## src/rtl/assignment_update_unit_pkg.sv

```systemverilog
// Shared types and default sizing for the assignment update unit.
package assignment_update_unit_pkg;

    // Move handshake state
    typedef enum logic {
        ST_IDLE    = 1'b0,
        ST_PENDING = 1'b1
    } state_t;

    localparam int DEF_INT_INDEX_BITS  = 2;
    localparam int DEF_BOOL_INDEX_BITS = 2;
    localparam int DEF_INT_WIDTH       = 4;
    localparam int DEF_BOOL_WIDTH      = 1;
    localparam int DEF_COUNT_WIDTH     = 16;

endpackage

```

## src/rtl/assignment_overlay.sv

```systemverilog
// Replaces one field of a packed vector with a pending value when enabled.
module assignment_overlay #(
    parameter int INDEX_BITS = 2,
    parameter int WIDTH      = 4
) (
    input  logic [(2**INDEX_BITS)*WIDTH-1:0] current,
    input  logic                             enable,
    input  logic [INDEX_BITS-1:0]            index,
    input  logic [WIDTH-1:0]                 value,
    output logic [(2**INDEX_BITS)*WIDTH-1:0] proposed
);

    // Pass committed state through, overriding only the indexed field
    always_comb begin
        proposed = current;
        if (enable) begin
            proposed[int'(index)*WIDTH +: WIDTH] = value;
        end
    end

endmodule

```

## src/rtl/assignment_update_unit.sv

```systemverilog
// Holds a committed integer/boolean assignment, accepts one move proposal
// at a time and commits or discards it on a decision strobe.
//
// state      | meaning
// ST_IDLE    | ready for a move proposal, decisions ignored
// ST_PENDING | move latched, waiting for accept/reject decision
module assignment_update_unit
    import assignment_update_unit_pkg::*;
#(
    parameter int INT_INDEX_BITS  = DEF_INT_INDEX_BITS,
    parameter int BOOL_INDEX_BITS = DEF_BOOL_INDEX_BITS,
    parameter int INT_WIDTH       = DEF_INT_WIDTH,
    parameter int BOOL_WIDTH      = DEF_BOOL_WIDTH,
    parameter int COUNT_WIDTH     = DEF_COUNT_WIDTH,
    localparam int NI = 2**INT_INDEX_BITS,
    localparam int NB = 2**BOOL_INDEX_BITS
) (
    input  logic                       in_clk,
    input  logic                       in_reset_n,
    input  logic                       in_load_valid,
    input  logic [NI*INT_WIDTH-1:0]    in_load_integer_assignment,
    input  logic [NB*BOOL_WIDTH-1:0]   in_load_boolean_assignment,
    input  logic                       in_move_valid,
    output logic                       out_move_ready,
    input  logic                       in_move_is_boolean,
    input  logic [INT_INDEX_BITS-1:0]  in_integer_variable_index,
    input  logic [BOOL_INDEX_BITS-1:0] in_boolean_variable_index,
    input  logic [INT_WIDTH-1:0]       in_new_integer_value,
    input  logic [BOOL_WIDTH-1:0]      in_new_boolean_value,
    input  logic                       in_decision_valid,
    input  logic                       in_decision_accept,
    output logic [NI*INT_WIDTH-1:0]    out_current_integer_assignment,
    output logic [NB*BOOL_WIDTH-1:0]   out_current_boolean_assignment,
    output logic [NI*INT_WIDTH-1:0]    out_proposed_integer_assignment,
    output logic [NB*BOOL_WIDTH-1:0]   out_proposed_boolean_assignment,
    output logic                       out_proposal_pending,
    output logic [COUNT_WIDTH-1:0]     out_accept_count,
    output logic [COUNT_WIDTH-1:0]     out_reject_count
);

    state_t                     state;
    logic [NI*INT_WIDTH-1:0]    cur_int;
    logic [NB*BOOL_WIDTH-1:0]   cur_bool;
    logic                       mv_is_bool;
    logic [INT_INDEX_BITS-1:0]  mv_int_idx;
    logic [BOOL_INDEX_BITS-1:0] mv_bool_idx;
    logic [INT_WIDTH-1:0]       mv_int_val;
    logic [BOOL_WIDTH-1:0]      mv_bool_val;
    logic [COUNT_WIDTH-1:0]     accept_count;
    logic [COUNT_WIDTH-1:0]     reject_count;

    // FSM, committed state, latched move and saturating statistics
    always_ff @(posedge in_clk or negedge in_reset_n) begin
        if (!in_reset_n) begin
            state        <= ST_IDLE;
            cur_int      <= '0;
            cur_bool     <= '0;
            mv_is_bool   <= 1'b0;
            mv_int_idx   <= '0;
            mv_bool_idx  <= '0;
            mv_int_val   <= '0;
            mv_bool_val  <= '0;
            accept_count <= '0;
            reject_count <= '0;
        end else if (in_load_valid) begin
            // load wins over any move or decision in the same cycle
            state        <= ST_IDLE;
            cur_int      <= in_load_integer_assignment;
            cur_bool     <= in_load_boolean_assignment;
            accept_count <= '0;
            reject_count <= '0;
        end else begin
            case (state)
                ST_IDLE: begin
                    if (in_move_valid) begin
                        mv_is_bool  <= in_move_is_boolean;
                        mv_int_idx  <= in_integer_variable_index;
                        mv_bool_idx <= in_boolean_variable_index;
                        mv_int_val  <= in_new_integer_value;
                        mv_bool_val <= in_new_boolean_value;
                        state       <= ST_PENDING;
                    end
                end
                ST_PENDING: begin
                    if (in_decision_valid) begin
                        if (in_decision_accept) begin
                            if (mv_is_bool) begin
                                cur_bool[int'(mv_bool_idx)*BOOL_WIDTH +: BOOL_WIDTH] <= mv_bool_val;
                            end else begin
                                cur_int[int'(mv_int_idx)*INT_WIDTH +: INT_WIDTH] <= mv_int_val;
                            end
                            if (accept_count != '1) begin
                                accept_count <= accept_count + COUNT_WIDTH'(1);
                            end
                        end else if (reject_count != '1) begin
                            reject_count <= reject_count + COUNT_WIDTH'(1);
                        end
                        state <= ST_IDLE;
                    end
                end
                default: state <= ST_IDLE;
            endcase
        end
    end

    assignment_overlay #(
        .INDEX_BITS (INT_INDEX_BITS),
        .WIDTH      (INT_WIDTH)
    ) u_int_overlay (
        .current  (cur_int),
        .enable   ((state == ST_PENDING) && !mv_is_bool),
        .index    (mv_int_idx),
        .value    (mv_int_val),
        .proposed (out_proposed_integer_assignment)
    );

    assignment_overlay #(
        .INDEX_BITS (BOOL_INDEX_BITS),
        .WIDTH      (BOOL_WIDTH)
    ) u_bool_overlay (
        .current  (cur_bool),
        .enable   ((state == ST_PENDING) && mv_is_bool),
        .index    (mv_bool_idx),
        .value    (mv_bool_val),
        .proposed (out_proposed_boolean_assignment)
    );

    assign out_move_ready                 = (state == ST_IDLE);
    assign out_proposal_pending           = (state == ST_PENDING);
    assign out_current_integer_assignment = cur_int;
    assign out_current_boolean_assignment = cur_bool;
    assign out_accept_count               = accept_count;
    assign out_reject_count               = reject_count;

endmodule

```

## config.mk

```make
export PLATFORM = sky130hd
export DESIGN_NAME = assignment_update_unit
export DESIGN_NICKNAME = d
export VERILOG_FILES = /design/src/rtl/assignment_update_unit_pkg.sv /design/src/rtl/assignment_overlay.sv /design/src/rtl/assignment_update_unit.sv
export SDC_FILE = /design/constraint.sdc
export NUM_CORES = 1
export LEC_CHECK = 0
export CORE_AREA = 2 2 105 87
export CTS_CLUSTER_DIAMETER = 80
export DETAILED_ROUTE_END_ITERATION = 8
export DIE_AREA = 0 0 107 89
export HOLD_SLACK_MARGIN = 0.03
export MAX_ROUTING_LAYER = met4
export PLACE_DENSITY_LB_ADDON = 0.2
export SLEW_MARGIN = 20
export SYNTH_ARGS = -nofsm -noshare
export SYNTH_HDL_FRONTEND = slang
export SYNTH_SLANG_ARGS = --single-unit
```

## constraint.sdc

```tcl
create_clock -name in_clk -period 1.9 [get_ports in_clk]
set_input_delay 0.38 -clock in_clk [delete_from_list [all_inputs] [get_ports in_clk]]
set_output_delay 0.38 -clock in_clk [all_outputs]
set_load 0.1 [all_outputs]
```

Yosys cells after proc, flatten, opt, wreduce, memory -nomap -nowiden. Index checks and enable logic that the tools add are counted. Widths: inputs -> output; s select.

Flip-flop bits (word level): 63. Latch bits: 0. Memory bits (writable): 0. Bits in read-only memories: 0. Bits of input ports: 36. Output and inout bits: 74. Word-level logic and storage cells: 66. Memories kept: 0.

Add/subtract/negate cells: 4. $mul: 0. Divide/modulo/power cells: 0. $lt $le $gt $ge: 0. Equality and inequality tests: 4. Shift-type cells: 4. Mux-type cells: 28. Bitwise gates (word level): 2. Reduce and logical (&&, ||, !) cells: 14.

Operator list (number): $mux 16 (16); $neg 2->33 (1); $neg 4->33 (1); $shift 1x33->4 const A (1); $shift 4x33->16 const A (1); $shiftx 1x33->4 (1); $shiftx 4x33->16 (1); $add 16x1->16 const B (2); $ne 16x16->1 const B (2); $mux 4 (6); $bwmux 16 (1); $reduce_and 4->1 (4); $reduce_bool 2->1 (6); $bwmux 4 (1); $ne 2x2->1 const B (2); $mux 1 (3); $reduce_and 3->1 (1); $logic_and 1x1->1 (2); $not 1->1 (2); $pmux 1 s2 (1); $logic_not 1->1 (1).

Logic depth before layout (Yosys ltp). Gate-level depths: netlist (run 1).

Word-level depth: 8. Gate-level depth with buffers: 7. Gate-level depth less buffers: 7.

Cells and area by module. From an unflattened synthesis (run 1), not the netlist that was laid out.

Cells, all modules: 419. Area total of the unflattened synthesis: 3947.5 µm².

By module, submodules not included: assignment_update_unit (times used 1, cells each 350, area an instance 3407.0 µm², sequential area each 1576.5 µm²); assignment_overlay at u_int_overlay (times used 1, cells each 48, area an instance 366.6 µm², sequential area each 0.0 µm²); assignment_overlay at u_bool_overlay (times used 1, cells each 21, area an instance 173.9 µm², sequential area each 0.0 µm²).

Worst setup path before layout (run 1). No wires, ideal clock.

Path kind: reg-to-output. Start point: reg state (netlist: out_proposal_pending). End point: out out_proposed_boolean_assignment[1]. Arrival time: 3.562 ns. Data required time: 1.520 ns. Path slack: -2.042 ns. Cell stages (with the launch flop): 4. Path buffers: 1. Cell sequence: dfrtp_1 -> buf_4 -> nand3_1 -> o31ai_1.

Word-level cells in the longest chain between the ends: 2.

RTL lines: start: declaration (line assignment_update_unit.sv:41) `state_t state;`; start signal: assignment (line assignment_update_unit.sv:55) `state <= ST_IDLE;`; start signal: assignment (line assignment_update_unit.sv:67) `state <= ST_IDLE;`; start signal: assignment (line assignment_update_unit.sv:81) `state <= ST_PENDING;`; $logic_and 1x1->1 (line assignment_update_unit.sv:122) `.enable ((state == ST_PENDING) && mv_is_bool),`; $mux 4 (line assignment_overlay.sv:16) `if (enable) begin`; end: declaration (line assignment_update_unit.sv:35) `output logic [NB*BOOL_WIDTH-1:0] out_proposed_boolean_assignment,`.

Every way passes these cells.

Final worst setup path (run 1).
Start point: reg mv_int_idx[0]. End point: out out_proposed_integer_assignment[3].

Word-level cells in the longest chain between the ends: 4. Elaborated cells between the ends (all ways): 5. Classes of those cells: 1 x add/sub; 2 x shift; 2 x mux.

RTL lines: start: declaration (line assignment_update_unit.sv:45) `logic [INT_INDEX_BITS-1:0] mv_int_idx;`; start signal: assignment (line assignment_update_unit.sv:77) `mv_int_idx <= in_integer_variable_index;`; $neg 4->33 * (line assignment_overlay.sv:17) `proposed[int'(index)*WIDTH +: WIDTH] = value;`; $shiftx 4x33->16 or $shift 4x33->16 (tied branches) (line assignment_overlay.sv:17); $bwmux 16 * (line assignment_overlay.sv:17); $mux 16 * (line assignment_overlay.sv:16); end: declaration (line assignment_update_unit.sv:34) `output logic [NI*INT_WIDTH-1:0] out_proposed_integer_assignment,`.

Every way passes the cells marked *; elsewhere a longest branch is shown, timed or not.

==> results of run 1 <==
-- state kept, by name, summed over array words and instances, names as in the netlist --
register,flops
mv_int_val,4
mv_is_bool,1
out_proposal_pending,1
out_accept_count,16
out_reject_count,16
out_current_boolean_assignment,4
mv_bool_idx,2
out_current_integer_assignment,16
mv_bool_val,1
mv_int_idx,2
-- cells in the mapped netlist, types with 3 or more instances --
master                      n  area [µm²]
sky130_fd_sc_hd__nor3b_1    3        22.5
sky130_fd_sc_hd__a32o_1    15         150
sky130_fd_sc_hd__nor3_1     8        40.0
sky130_fd_sc_hd__nand3_1   17        85.1
sky130_fd_sc_hd__xnor2_1   11        96.3
sky130_fd_sc_hd__mux2i_1    6        60.1
sky130_fd_sc_hd__o21ai_0   45         225
sky130_fd_sc_hd__inv_1      9        33.8
sky130_fd_sc_hd__nor2b_1    5        31.3
sky130_fd_sc_hd__nand2_1   47         176
sky130_fd_sc_hd__mux2_2     7        78.8
sky130_fd_sc_hd__buf_2      5        25.0
sky130_fd_sc_hd__and3_1     8        50.1
sky130_fd_sc_hd__dfrtp_1   63        1580
sky130_fd_sc_hd__clkbuf_1  10        37.5
sky130_fd_sc_hd__xor2_1    13         114
sky130_fd_sc_hd__a22oi_1   16         120
sky130_fd_sc_hd__a21oi_1    7        35.0
sky130_fd_sc_hd__ha_1      12         150
sky130_fd_sc_hd__nand4_1    9        56.3
sky130_fd_sc_hd__nor2_1    24        90.1
sky130_fd_sc_hd__and4_1     3        26.3
-- area by class of cell --
cell class                      instances  area, µm²
Clock inverter                          6       92.6
Tap cell                              112        140
Clock buffer                           10        138
Sequential cell                        63       1620
Fill cell                             477       1660
Timing Repair Buffer                  172       2340
Multi-Input combinational cell        285       2350
Inverter                                9       38.8
-- metrics by stage --
| stage | cells | power, mW | hold WS (ns) | setup slack [ns] | utilization |
|---|---|---|---|---|---|
| after floorplan | 373 | 3.12 | 0.0844 | -0.261 | - |
| after global routing | 657 | 5.88 | 0.0798 | -0.541 | 0.802 |
| final | 657 | 5.74 | 0.0420 | -0.497 | 0.802 |
| after global placement | 624 | 4.07 | 0.420 | -0.0882 | 0.735 |
| after CTS | 654 | 5.61 | 0.0460 | -0.484 | 0.791 |
| after detailed placement | 624 | 4.10 | 0.417 | -0.192 | 0.735 |
-- worst max-delay path, delay by kind of cell, from the launching register on --
family / cells / cell delay, ns
buffers and inverters: 3 / 0.50
DFF: 1 / 0.45
and+or+nand+nor: 1 / 0.26
adders and majority gates: 1 / 0.23
AOI/OAI and AO/OA: 1 / 0.23
-- cell families (layout without fill, tap and decap cells) --
family,count (synthesis),count (layout),share of synthesized area
and+or+nand+nor,143,143,0.219
AOI/OAI and AO/OA,93,93,0.170
DFF,63,63,0.442
buffers and inverters,25,197,0.0291
xor gates and xnor gates,24,24,0.0589
muxes,13,13,0.0389
adders and majority gates,12,12,0.0421
-- metal layers --
| layer | track usage | routed length, µm | up-vias |
|---|---|---|---|
| li1 | - | - | 1700 |
| met2 | 0.463 | 6650 | 211 |
| met1 | 0.330 | 5140 | 1880 |
| met3 | 0.0510 | 905 | 45 |
| met5 | - | 0 | - |
| met4 | 0.0909 | 377 | 0 |
-- power by group through the flow --
stage / combinational, mW / sequential [mW] / clock, mW
floorplan: 1.06 / 2.06 / 0
global placement: 2.43 / 1.64 / 0
detailed placement: 2.46 / 1.64 / 0
CTS: 2.62 / 1.62 / 1.37
global route: 2.81 / 1.65 / 1.42
finish: 2.74 / 1.64 / 1.36
-- what timing repair did --
item | 4_1_cts | 5_1_grt
endpoints found under the hold margin | 0 | 0
cloned | 0 | 0
pin swaps | 16 | 10
setup endpoints to repair | 20 | 22
buffers inserted | 16 | 6
gates resized for setup | 28 | 17
-- how the worst max path moves through the flow --
stage                                     from                                 end
floorplan           mv_bool_idx[0]$_DFFE_PN0P_  out_proposed_boolean_assignment[0]
global placement             in_decision_valid     out_reject_count[8]$_DFFE_PN0P_
detailed placement           in_decision_valid     out_reject_count[6]$_DFFE_PN0P_
CTS                  mv_int_idx[1]$_DFFE_PN0P_  out_proposed_integer_assignment[2]
global route         mv_int_idx[0]$_DFFE_PN0P_  out_proposed_integer_assignment[3]
finish               mv_int_idx[0]$_DFFE_PN0P_  out_proposed_integer_assignment[3]
-- layout by cell type (no fill, tap or decap), types with 8 or more instances in the layout --
cell type	n
sky130_fd_sc_hd__clkdlybuf4s50_1	33
sky130_fd_sc_hd__nor2_1	21
sky130_fd_sc_hd__dfrtp_2	31
sky130_fd_sc_hd__dfrtp_1	30
sky130_fd_sc_hd__nand2_1	45
sky130_fd_sc_hd__buf_12	75
sky130_fd_sc_hd__xor2_1	13
sky130_fd_sc_hd__clkbuf_8	10
sky130_fd_sc_hd__nand4_1	9
sky130_fd_sc_hd__buf_4	54
sky130_fd_sc_hd__ha_4	9
sky130_fd_sc_hd__and3_1	8
sky130_fd_sc_hd__a32o_4	15
sky130_fd_sc_hd__nand3_1	13
sky130_fd_sc_hd__buf_6	8
sky130_fd_sc_hd__o21ai_0	42
sky130_fd_sc_hd__a22oi_1	15
sky130_fd_sc_hd__xnor2_1	11
==> metrics, run 1 <==
switching power total=2.42 mW; DRC=0; Clock H-tree levels=3; total congestion overflow after global routing=0; sequential group share of total power=0.286; TritonCTS buffer count=9; clock insertion delay at the later pin of the skew report=0.35 ns; transition time at the pin with the least slew margin=0.610 ns; most used flip-flop cell after synthesis=sky130_fd_sc_hd__dfrtp_1; Post-Synthesis Net Count=421; GRT Overall Usage=0.272; sequential cell area fraction in the yosys report=0.442; weighted congestion at the end of routability-driven global placement=0.841; register-to-register path setup slack=0.01 ns; nets=588; status=complete, but fails checks; endpoints failing hold=0; Die Span Y=89 µm; First-pass DRT Iterations=6; cell chain of the critical path=inv_4 -> ha_4 -> nor4bb_2 -> buf_4 -> a32o_4 -> buf_12; post-synthesis async set-or-reset flop share=1.00; Final WS setup=-0.497 ns; Placement Cell Area=6160 µm²; power density cells=854 nW/µm²; routed wire length=13.1 mm; number of enable-type register cells in the synthesized netlist=0; post-route clock period utilization=1.26; Die Area=9520 µm²; first-iteration detailed-routing DRC count=263; area of the core region=8370 µm²; Crit path required time=1.52 ns; remaining antenna violation count after routing=0; detailed-route vias per instance=5.84; violated checks=negative setup slack; Distinct cells, synth=45; cell area after synthesis=3570 µm²; worst relative slew slack=0.589; Mapped Cells=373; number of warnings printed during yosys synthesis=0; total via count in the routed design=3,836; number of ports placed on the die boundary=110; initial antenna violation count=0; flop and latch count out of synthesis=63; cell internal power dissipation=3.32 mW; aggregate negative setup slack=-8.35 ns; maximum clock rate=0.417 GHz; biggest cell delay along the critical path=0.45 ns; Peak supply drop=0.832 mV; net switching fraction of the power=0.422; post-detail-place hpwl=8.13 mm; reg-to-reg startpoint=mv_int_idx[0]$_DFFE_PN0P_; Crit. End Element=primary output; starting utilization of the core area=0.426; antenna diode count=0; mean instance size in the synthesized netlist=9.56 µm²; clock root buffer master=sky130_fd_sc_hd__clkbuf_8; vias in the first global route=3,911; Clock Skews=0.00895 ns; CP startpoint kind=register; final worst path period need=2.40 ns; number of buffers added on ports=109; x dimension of the die=107 µm; hold-fix buffer count after cts=0; category of the critical setup timing path=register to primary output; leakage power total=2.74 nW; # rows=30; setup violators final=20; buffers from clock root to sink, at most=2; hold crit path type=primary input to async pin; clock-pin transition on the worst setup and hold timing paths=0.08 ns; fin. max-slew vios=0; reg2reg end=out_current_integer_assignment[12]$_DFFE_PN0P_; max-capacitance violation count=0; slowest stage cell on the critical path=sky130_fd_sc_hd__dfrtp_2; post-detailed-route wirelength per cell=19.9 µm; Reg2Reg Depth=10; wire length of the first global-routing pass=19.6 mm; ratio of cells with drive above 1 in the final layout=0.470; Worst EP arrival=2.02 ns; number of clock sinks seen by CTS=63; clock tree from TritonCTS=built; area growth from synthesis to layout=88.2%; maximum number of pins on one net before global-route repair=64; largest driver fanout on the critical path=6; fin area=6720 µm²; unrepaired setup endpoints after global routing=yes; share of total power in the clock network=0.237; combinational share of power=0.477
Note: power is estimated with default switching activity, not from simulation.
==> inputs of run 2 (changes only) <==
Settings changed: CORE_AREA 2 2 105 87 to 2 2 95 97, DIE_AREA 0 0 107 89 to 0 0 97 99.
==> run 2 against run 1 <==
Net effect: the flow still finishes with violations (negative setup slack); critical path depth unchanged; combinational power decreased by 2%; register-to-register slack got worse by 0.04 ns; via count down 2.7%; power decreased by 0.82%; wire length shrank 8.4%; sequential power is essentially flat; setup slack gained 0.032 ns; clock-buffer cell count did not move; critical path type unchanged.
==> metrics, run 2 (synthesis gave the netlist of run 1 again) <==
final worst path period need=2.37 ns (-0.0316 ns); initial antenna violation count=0 (unchanged); leading cell types in the layout, fill and taps excluded=78 x sky130_fd_sc_hd__buf_12, 56 x sky130_fd_sc_hd__buf_4, 43 x sky130_fd_sc_hd__nand2_1, 43 x sky130_fd_sc_hd__o21ai_0, 33 x sky130_fd_sc_hd__clkdlybuf4s50_1; first-iteration detailed-routing DRC count=147 (-44%); DRC=0 (unchanged); violated checks=negative setup slack; weighted congestion at the end of routability-driven global placement=0.898 (+6.8%); status=complete, but fails checks; area of the core region=8550 µm² (+2.2%); setup violators final=21 (+5.0%); wire length of the first global-routing pass=19.2 mm (-2.1%); Peak supply drop=0.726 mV (-13%); worst relative slew slack=0.627 (+0.0382); Clock Skews=0.0116 ns (+0.00270 ns); Clock H-tree levels=3 (unchanged); fin. max-slew vios=0 (unchanged); number of clock sinks seen by CTS=63 (unchanged); leakage power total=2.74 nW (+0.26%); area growth from synthesis to layout=86.7%; post-detailed-route wirelength per cell=18.3 µm (-7.9%); antenna diode count=0 (unchanged); largest driver fanout on the critical path=7 (+1); First-pass DRT Iterations=4 (-2); CP startpoint kind=register; Crit path required time=1.52 ns (about the same); ratio of cells with drive above 1 in the final layout=0.455 (-0.0147); minimum hold slack=0.0354 ns (-0.00662 ns); unrepaired setup endpoints after global routing=yes; Core Util, Final=0.779 (-0.0232); post-route clock period utilization=1.24 (-0.0167); detailed-route vias per instance=5.72 (-2.1%); nets=588 (unchanged); clock insertion delay at the later pin of the skew report=0.35 ns (about the same); category of the critical setup timing path=register to primary output; Die Span Y=99 µm (+11%); GRT Overall Usage=0.255 (-0.0172); buffers from clock root to sink, at most=2 (unchanged); clock tree from TritonCTS=built; clock-pin transition on the worst setup and hold timing paths=0.09 ns (about the same); Worst EP arrival=1.99 ns (-0.03 ns); transition time at the pin with the least slew margin=0.553 ns (-0.0567 ns); x dimension of the die=97 µm (-9.3%); max-capacitance violation count=0 (unchanged); number of buffers added on ports=109 (unchanged); starting utilization of the core area=0.417 (-0.00898); Final WS setup=-0.465 ns (+0.0316 ns); # rows=34 (+13%); leading cell type in the layout, fill and taps excluded=sky130_fd_sc_hd__buf_12; number of ports placed on the die boundary=110 (unchanged); maximum number of pins on one net before global-route repair=64 (unchanged); remaining antenna violation count after routing=0 (unchanged); post-detail-place hpwl=8.22 mm (+1.1%); hold crit path type=primary input to async pin; routed wire length=12.0 mm (-8.4%); total via count in the routed design=3,732 (-2.7%); maximum clock rate=0.423 GHz (+1.3%); endpoints failing hold=0 (unchanged); Crit. End Element=primary output; power density cells=854 nW/µm² (about the same); clock root buffer master=sky130_fd_sc_hd__clkbuf_8; total congestion overflow after global routing=0 (unchanged); vias in the first global route=3,867 (-1.1%); Die Area=9600 µm² (+0.84%); TritonCTS buffer count=9 (unchanged)
run 2: changes by cell type in the layout (fill, tap and decap cells not counted), moves of 2 or more:
cell | previous run | this run
sky130_fd_sc_hd__buf_6 | 8 | 3
sky130_fd_sc_hd__ha_1 | 2 | 6
sky130_fd_sc_hd__buf_12 | 75 | 78
sky130_fd_sc_hd__ha_4 | 9 | 6
sky130_fd_sc_hd__nand2_2 | 1 | 4
sky130_fd_sc_hd__buf_4 | 54 | 56
sky130_fd_sc_hd__clkinv_4 | 1 | 3
sky130_fd_sc_hd__nand2_1 | 45 | 43
sky130_fd_sc_hd__nand3_1 | 13 | 15
run 2: report_power, final:
| part | leakage [nW] | switching, mW | total, mW | internal [mW] |
|---|---|---|---|---|
| Combinational | 1.85 | 1.59 | 2.68 | 1.09 |
| Clock | 0.113 | 0.597 | 1.38 | 0.781 |
| Sequential | 0.776 | 0.189 | 1.63 | 1.44 |
| Total | 2.74 | 2.37 | 5.69 | 3.32 |
run 2: what timing repair did:
item,in CTS,in global routing
pin swaps,6,12
setup endpoints to repair,20,21
hold buffers,0,0
gates cloned,0,0
endpoints found under the hold margin,0,0
resized for setup,12,12
setup buffers,4,11
run 2: area by class of cell:
type                            count  area [µm²]
Timing Repair Buffer              172        2360
Fill cell                         520        1890
Inverter                            9        36.3
Sequential cell                    63        1620
Tap cell                          108         135
Clock inverter                      6        93.8
Multi-Input combinational cell    285        2280
Clock buffer                       10         138
run 2: final timing paths:
| check | depth (start not counted) | to | slack (ns) | start |
|---|---|---|---|---|
| setup / recovery | 6 | out_proposed_integer_assignment[1] | -0.47 | mv_int_idx[0]$_DFFE_PN0P_ |
| hold / removal | 2 | out_accept_count[12]$_DFFE_PN0P_ | 0.04 | in_reset_n |
| setup reg to reg | 10 | out_current_boolean_assignment[0]$_DFFE_PN0P_ | -0.03 | mv_bool_idx[1]$_DFFE_PN0P_ |
| hold reg to reg | 1 | out_reject_count[2]$_DFFE_PN0P_ | 0.59 | out_reject_count[2]$_DFFE_PN0P_ |
| max in group asynchronous | 2 | out_proposal_pending$_DFF_PN0_ | 1.55 | in_reset_n |
| min in group in_clk | 2 | out_accept_count[14]$_DFFE_PN0P_ | 0.42 | in_load_valid |
run 2: per-layer routing:
metal	vias up	routed length, µm	track usage
met5	-	0	-
met4	0	248	0.106
met3	26	447	0.0355
met2	135	6270	0.438
met1	1859	4990	0.301
li1	1712	-	-
run 2: per-stage QoR:
step	power [mW]	instance area, µm²	worst slack (ns)	TNS (ns)	cells
4_1_cts	5.55	6520	-0.460	-7.38	642
5_1_grt	5.85	6660	-0.541	-9.60	653
3_3_place_gp	4.08	6200	-0.0788	-0.900	622
3_5_place_dp	4.13	6200	-0.114	-2.01	622
2_1_floorplan	3.12	3940	-0.261	-1.85	373
6_report	5.69	6660	-0.465	-7.88	653
run 2: worst max-delay path, cell delays in order (launching register included):
cell and delay, ns:
sky130_fd_sc_hd__dfrtp_1 0.42, sky130_fd_sc_hd__inv_4 0.12, sky130_fd_sc_hd__ha_4 0.23, sky130_fd_sc_hd__nor4bb_1 0.27
sky130_fd_sc_hd__buf_4 0.21, sky130_fd_sc_hd__a32o_4 0.21, sky130_fd_sc_hd__buf_12 0.17
==> inputs of run 3 (changes only) <==
Settings changed: CORE_AREA 2 2 95 97 to 2 2 70 139, DIE_AREA 0 0 97 99 to 0 0 72 141, PLACE_DENSITY set to 0.87, PLACE_DENSITY_LB_ADDON 0.2 to not set, SYNTH_HIERARCHICAL set to 1.
==> run 3 against run 2 <==
Net effect: the run still ends with negative setup slack left; utilization grew 2.6 points; combinational power shrank 6%; first-iteration DRC count grew to 3.3 times the previous value; cell area grew 11%; wire length grew 54%; critical path depth grew 1; cell count grew 6.6%; clock-buffer cell count grew 1; via count grew 30%; clock power grew 38%; worst hold slack gained 0.0034 ns; largest power group unchanged; clock skew grew 0.0032 ns.
==> metrics, run 3 <==
dominant combinational cell family by area after synthesis=simple AND/OR/NAND/NOR gates; nets=644 (+9.5%); maximum number of pins on one net before global-route repair=64 (unchanged); starting utilization of the core area=0.429 (+0.0121); post-synthesis async set-or-reset flop share=1.00 (unchanged); clock root buffer master=sky130_fd_sc_hd__clkbuf_16; flop and latch count out of synthesis=63 (unchanged); leading cell type in the layout, fill and taps excluded=sky130_fd_sc_hd__buf_12; fin area=7400 µm² (+11%); total via count in the routed design=4,844 (+30%); number of warnings printed during yosys synthesis=6 (+6); cell chain of the critical path=inv_2 -> ha_4 -> buf_6 -> nor4b_4 -> buf_4 -> a41o_4 -> buf_12; setup violators final=40 (+90%); unrepaired setup endpoints after global routing=yes; area of the core region=9200 µm² (+7.6%); antenna diode count=0 (unchanged); fraction of post-synthesis cell area in the top cell type by area=0.399 (-0.0426); top cell type by total area after synthesis=sky130_fd_sc_hd__dfrtp_1; violated checks=negative setup slack; reg-to-reg startpoint=mv_int_idx[0]$_DFFE_PN0P_; largest driver fanout on the critical path=4 (-3); max-capacitance violation count=0 (unchanged); final worst path period need=2.40 ns (+0.0325 ns); Die Span Y=141 µm (+42%); reg2reg end=out_current_integer_assignment[10]$_DFFE_PN0P_; XOR/XNOR Fraction of Synth Area=0.00222 (-0.0567); Reg2Reg Depth=9 (-1); x dimension of the die=72 µm (-26%); Final WS setup=-0.498 ns (-0.0325 ns); buffers from clock root to sink, at most=2 (unchanged); status=complete, but fails checks; remaining antenna violation count after routing=0 (unchanged); weighted congestion at the end of routability-driven global placement=0.948 (+5.5%); number of fill cells=437 (-16%); most instantiated library cell after synthesis=sky130_fd_sc_hd__dfrtp_1; transition time at the pin with the least slew margin=0.724 ns (+0.171 ns); number of standard cells in the layout, taps in and fillers out=696 (+6.6%); clock tree from TritonCTS=built; hold-fix buffer count after cts=0 (unchanged); Crit path required time=1.52 ns (about the same); number of clock sinks seen by CTS=63 (unchanged); slowest stage cell on the critical path=sky130_fd_sc_hd__dfrtp_1; Crit. End Element=primary output; worst relative slew slack=0.512 (-0.115); fin. max-slew vios=0 (unchanged); total congestion overflow after global routing=0 (unchanged); register-to-register path setup slack=-0.33 ns (-0.30 ns); power density cells=813 nW/µm² (-4.8%); cell area after synthesis=3950 µm² (+11%); initial antenna violation count=0 (unchanged); number of ports placed on the die boundary=110 (unchanged); cell total after placement=663 (+6.6%); clock-pin transition on the worst setup and hold timing paths=0.07 ns (-0.02 ns); post-route clock period utilization=1.26 (+0.0171); Peak supply drop=0.571 mV (-21%); leakage power total=2.95 nW (+7.5%); simple-gate share of the synthesized area=0.251 (+0.0322); TritonCTS buffer count=9 (unchanged); number of enable-type register cells in the synthesized netlist=0 (unchanged); Distinct cells, synth=61 (+36%); biggest cell delay along the critical path=0.39 ns (-0.03 ns); leading post-synthesis cells by instance count=63 x sky130_fd_sc_hd__dfrtp_1, 32 x sky130_fd_sc_hd__nand3_1, 31 x sky130_fd_sc_hd__nand2_1; Die Area=10,200 µm² (+5.7%); sequential cell area fraction in the yosys report=0.399 (-0.0426); DRC=0 (unchanged); multiplexer share of the synthesized area=0.0333 (-0.00565); area share of fa/ha/maj cells after synthesis=0.0666 (+0.0245); Area contributors post-synth=sky130_fd_sc_hd__dfrtp_1 40%, sky130_fd_sc_hd__ha_1 6.7%, sky130_fd_sc_hd__nand3_1 4.1%; leading cell types in the layout, fill and taps excluded=75 x sky130_fd_sc_hd__buf_12, 50 x sky130_fd_sc_hd__buf_4, 31 x sky130_fd_sc_hd__clkdlybuf4s50_1; First-pass DRT Iterations=5 (+1); mean instance size in the synthesized netlist=9.42 µm² (-1.5%); Worst EP arrival=2.02 ns (+0.03 ns); Placement Cell Area=6610 µm² (+6.5%); routed wire length=18.4 mm (+54%); area growth from synthesis to layout=87.5%; number of buffers added on ports=109 (unchanged); detailed-route vias per instance=6.96 (+22%); vias in the first global route=4,678 (+21%); category of the critical setup timing path=register to primary output; wire length of the first global-routing pass=25.5 mm (+33%); ratio of cells with drive above 1 in the final layout=0.458 (+0.00272); endpoints failing hold=0 (unchanged); post-detailed-route wirelength per cell=26.4 µm (+44%); # rows=50 (+47%); Clock H-tree levels=3 (unchanged); clock insertion delay at the later pin of the skew report=0.35 ns (about the same); Clock Skews=0.0148 ns (+0.00318 ns); maximum clock rate=0.417 GHz (-1.4%); aggregate negative setup slack=-10.54 ns (-2.66 ns); most used flip-flop cell after synthesis=sky130_fd_sc_hd__dfrtp_1; Post-Synthesis Net Count=476 (+13%); Mapped Cells=419 (+12%); GRT Overall Usage=0.334 (+0.0791); post-detail-place hpwl=9.58 mm (+16%); CP startpoint kind=register; share of the synthesized area in compound gates (AO/OA/AOI/OAI)=0.214 (+0.0441); first-iteration detailed-routing DRC count=486 (+230%); hold crit path type=primary input to async pin
run 3: worst max path at each step:
| stage | from | end | slack (ns) | cells after the start |
|---|---|---|---|---|
| after floorplan | out_proposal_pending$_DFF_PN0_ | out_proposed_integer_assignment[1] | -0.77 | 5 |
| after global placement | in_decision_accept | out_reject_count[13]$_DFFE_PN0P_ | -0.21 | 5 |
| after detailed placement | in_decision_accept | out_reject_count[15]$_DFFE_PN0P_ | -0.27 | 5 |
| after CTS | mv_bool_idx[0]$_DFFE_PN0P_ | out_proposed_boolean_assignment[3] | -0.38 | 5 |
| after global routing | mv_int_idx[0]$_DFFE_PN0P_ | out_proposed_integer_assignment[8] | -0.52 | 7 |
| final | mv_int_idx[0]$_DFFE_PN0P_ | out_proposed_integer_assignment[8] | -0.50 | 7 |
run 3: kinds of logic after synthesis:
kind of cell | count (synthesis)
and+or+nand+nor | 165
buffers and inverters | 34
muxes | 12
xor gates and xnor gates | 1
adders and majority gates | 21
AOI/OAI and AO/OA | 123
DFF | 63
run 3: worst max-delay path, delay by kind of cell (launching register included):
kind                     cells  cell delay [ns]
AO/OA/AOI/OAI                1             0.24
AND/OR/NAND/NOR              1             0.25
adder cells (fa/ha/maj)      1             0.19
buffers and inverters        4             0.58
flip-flops                   1             0.39
run 3: what timing repair did:
item                       CTS  global route
buffers inserted             8            11
setup endpoints to repair   21            48
pin swaps                   19            28
resized for setup           39            34
run 3: report_power, final:
part | switching, mW | total, mW | internal [mW]
Combinational | 1.49 | 2.51 | 1.02
Sequential | 0.179 | 1.60 | 1.42
Clock | 0.680 | 1.90 | 1.22
Total | 2.35 | 6.02 | 3.66
run 3: layout make-up:
class	instances	area, µm²	area share
clock buffers	11	253	0.0342
clock inverters	5	80.1	0.0108
inverters	21	88.8	0.0120
multi-input cells	322	2850	0.385
flip-flops and latches	63	1660	0.224
well taps	104	130	0.0176
repair buffers	170	2350	0.317
run 3: metrics by stage:
step / hold WS (ns) / setup WS (ns) / total power, mW / utilization
CTS: 0.0689 / -0.381 / 5.64 / 0.780
finish: 0.0388 / -0.498 / 6.02 / 0.805
detailed placement: 0.419 / -0.271 / 3.63 / 0.719
global route: 0.0784 / -0.525 / 6.15 / 0.805
floorplan: 0.0844 / -0.771 / 2.81 / -
global placement: 0.417 / -0.208 / 3.57 / 0.719
run 3: layer usage:
metal,up-vias,wire length [µm],global-route usage
met5,-,0,-
met4,0,1370,0.158
met3,130,1570,0.0765
met2,415,9290,0.546
met1,2364,6150,0.381
li1,1935,-,-
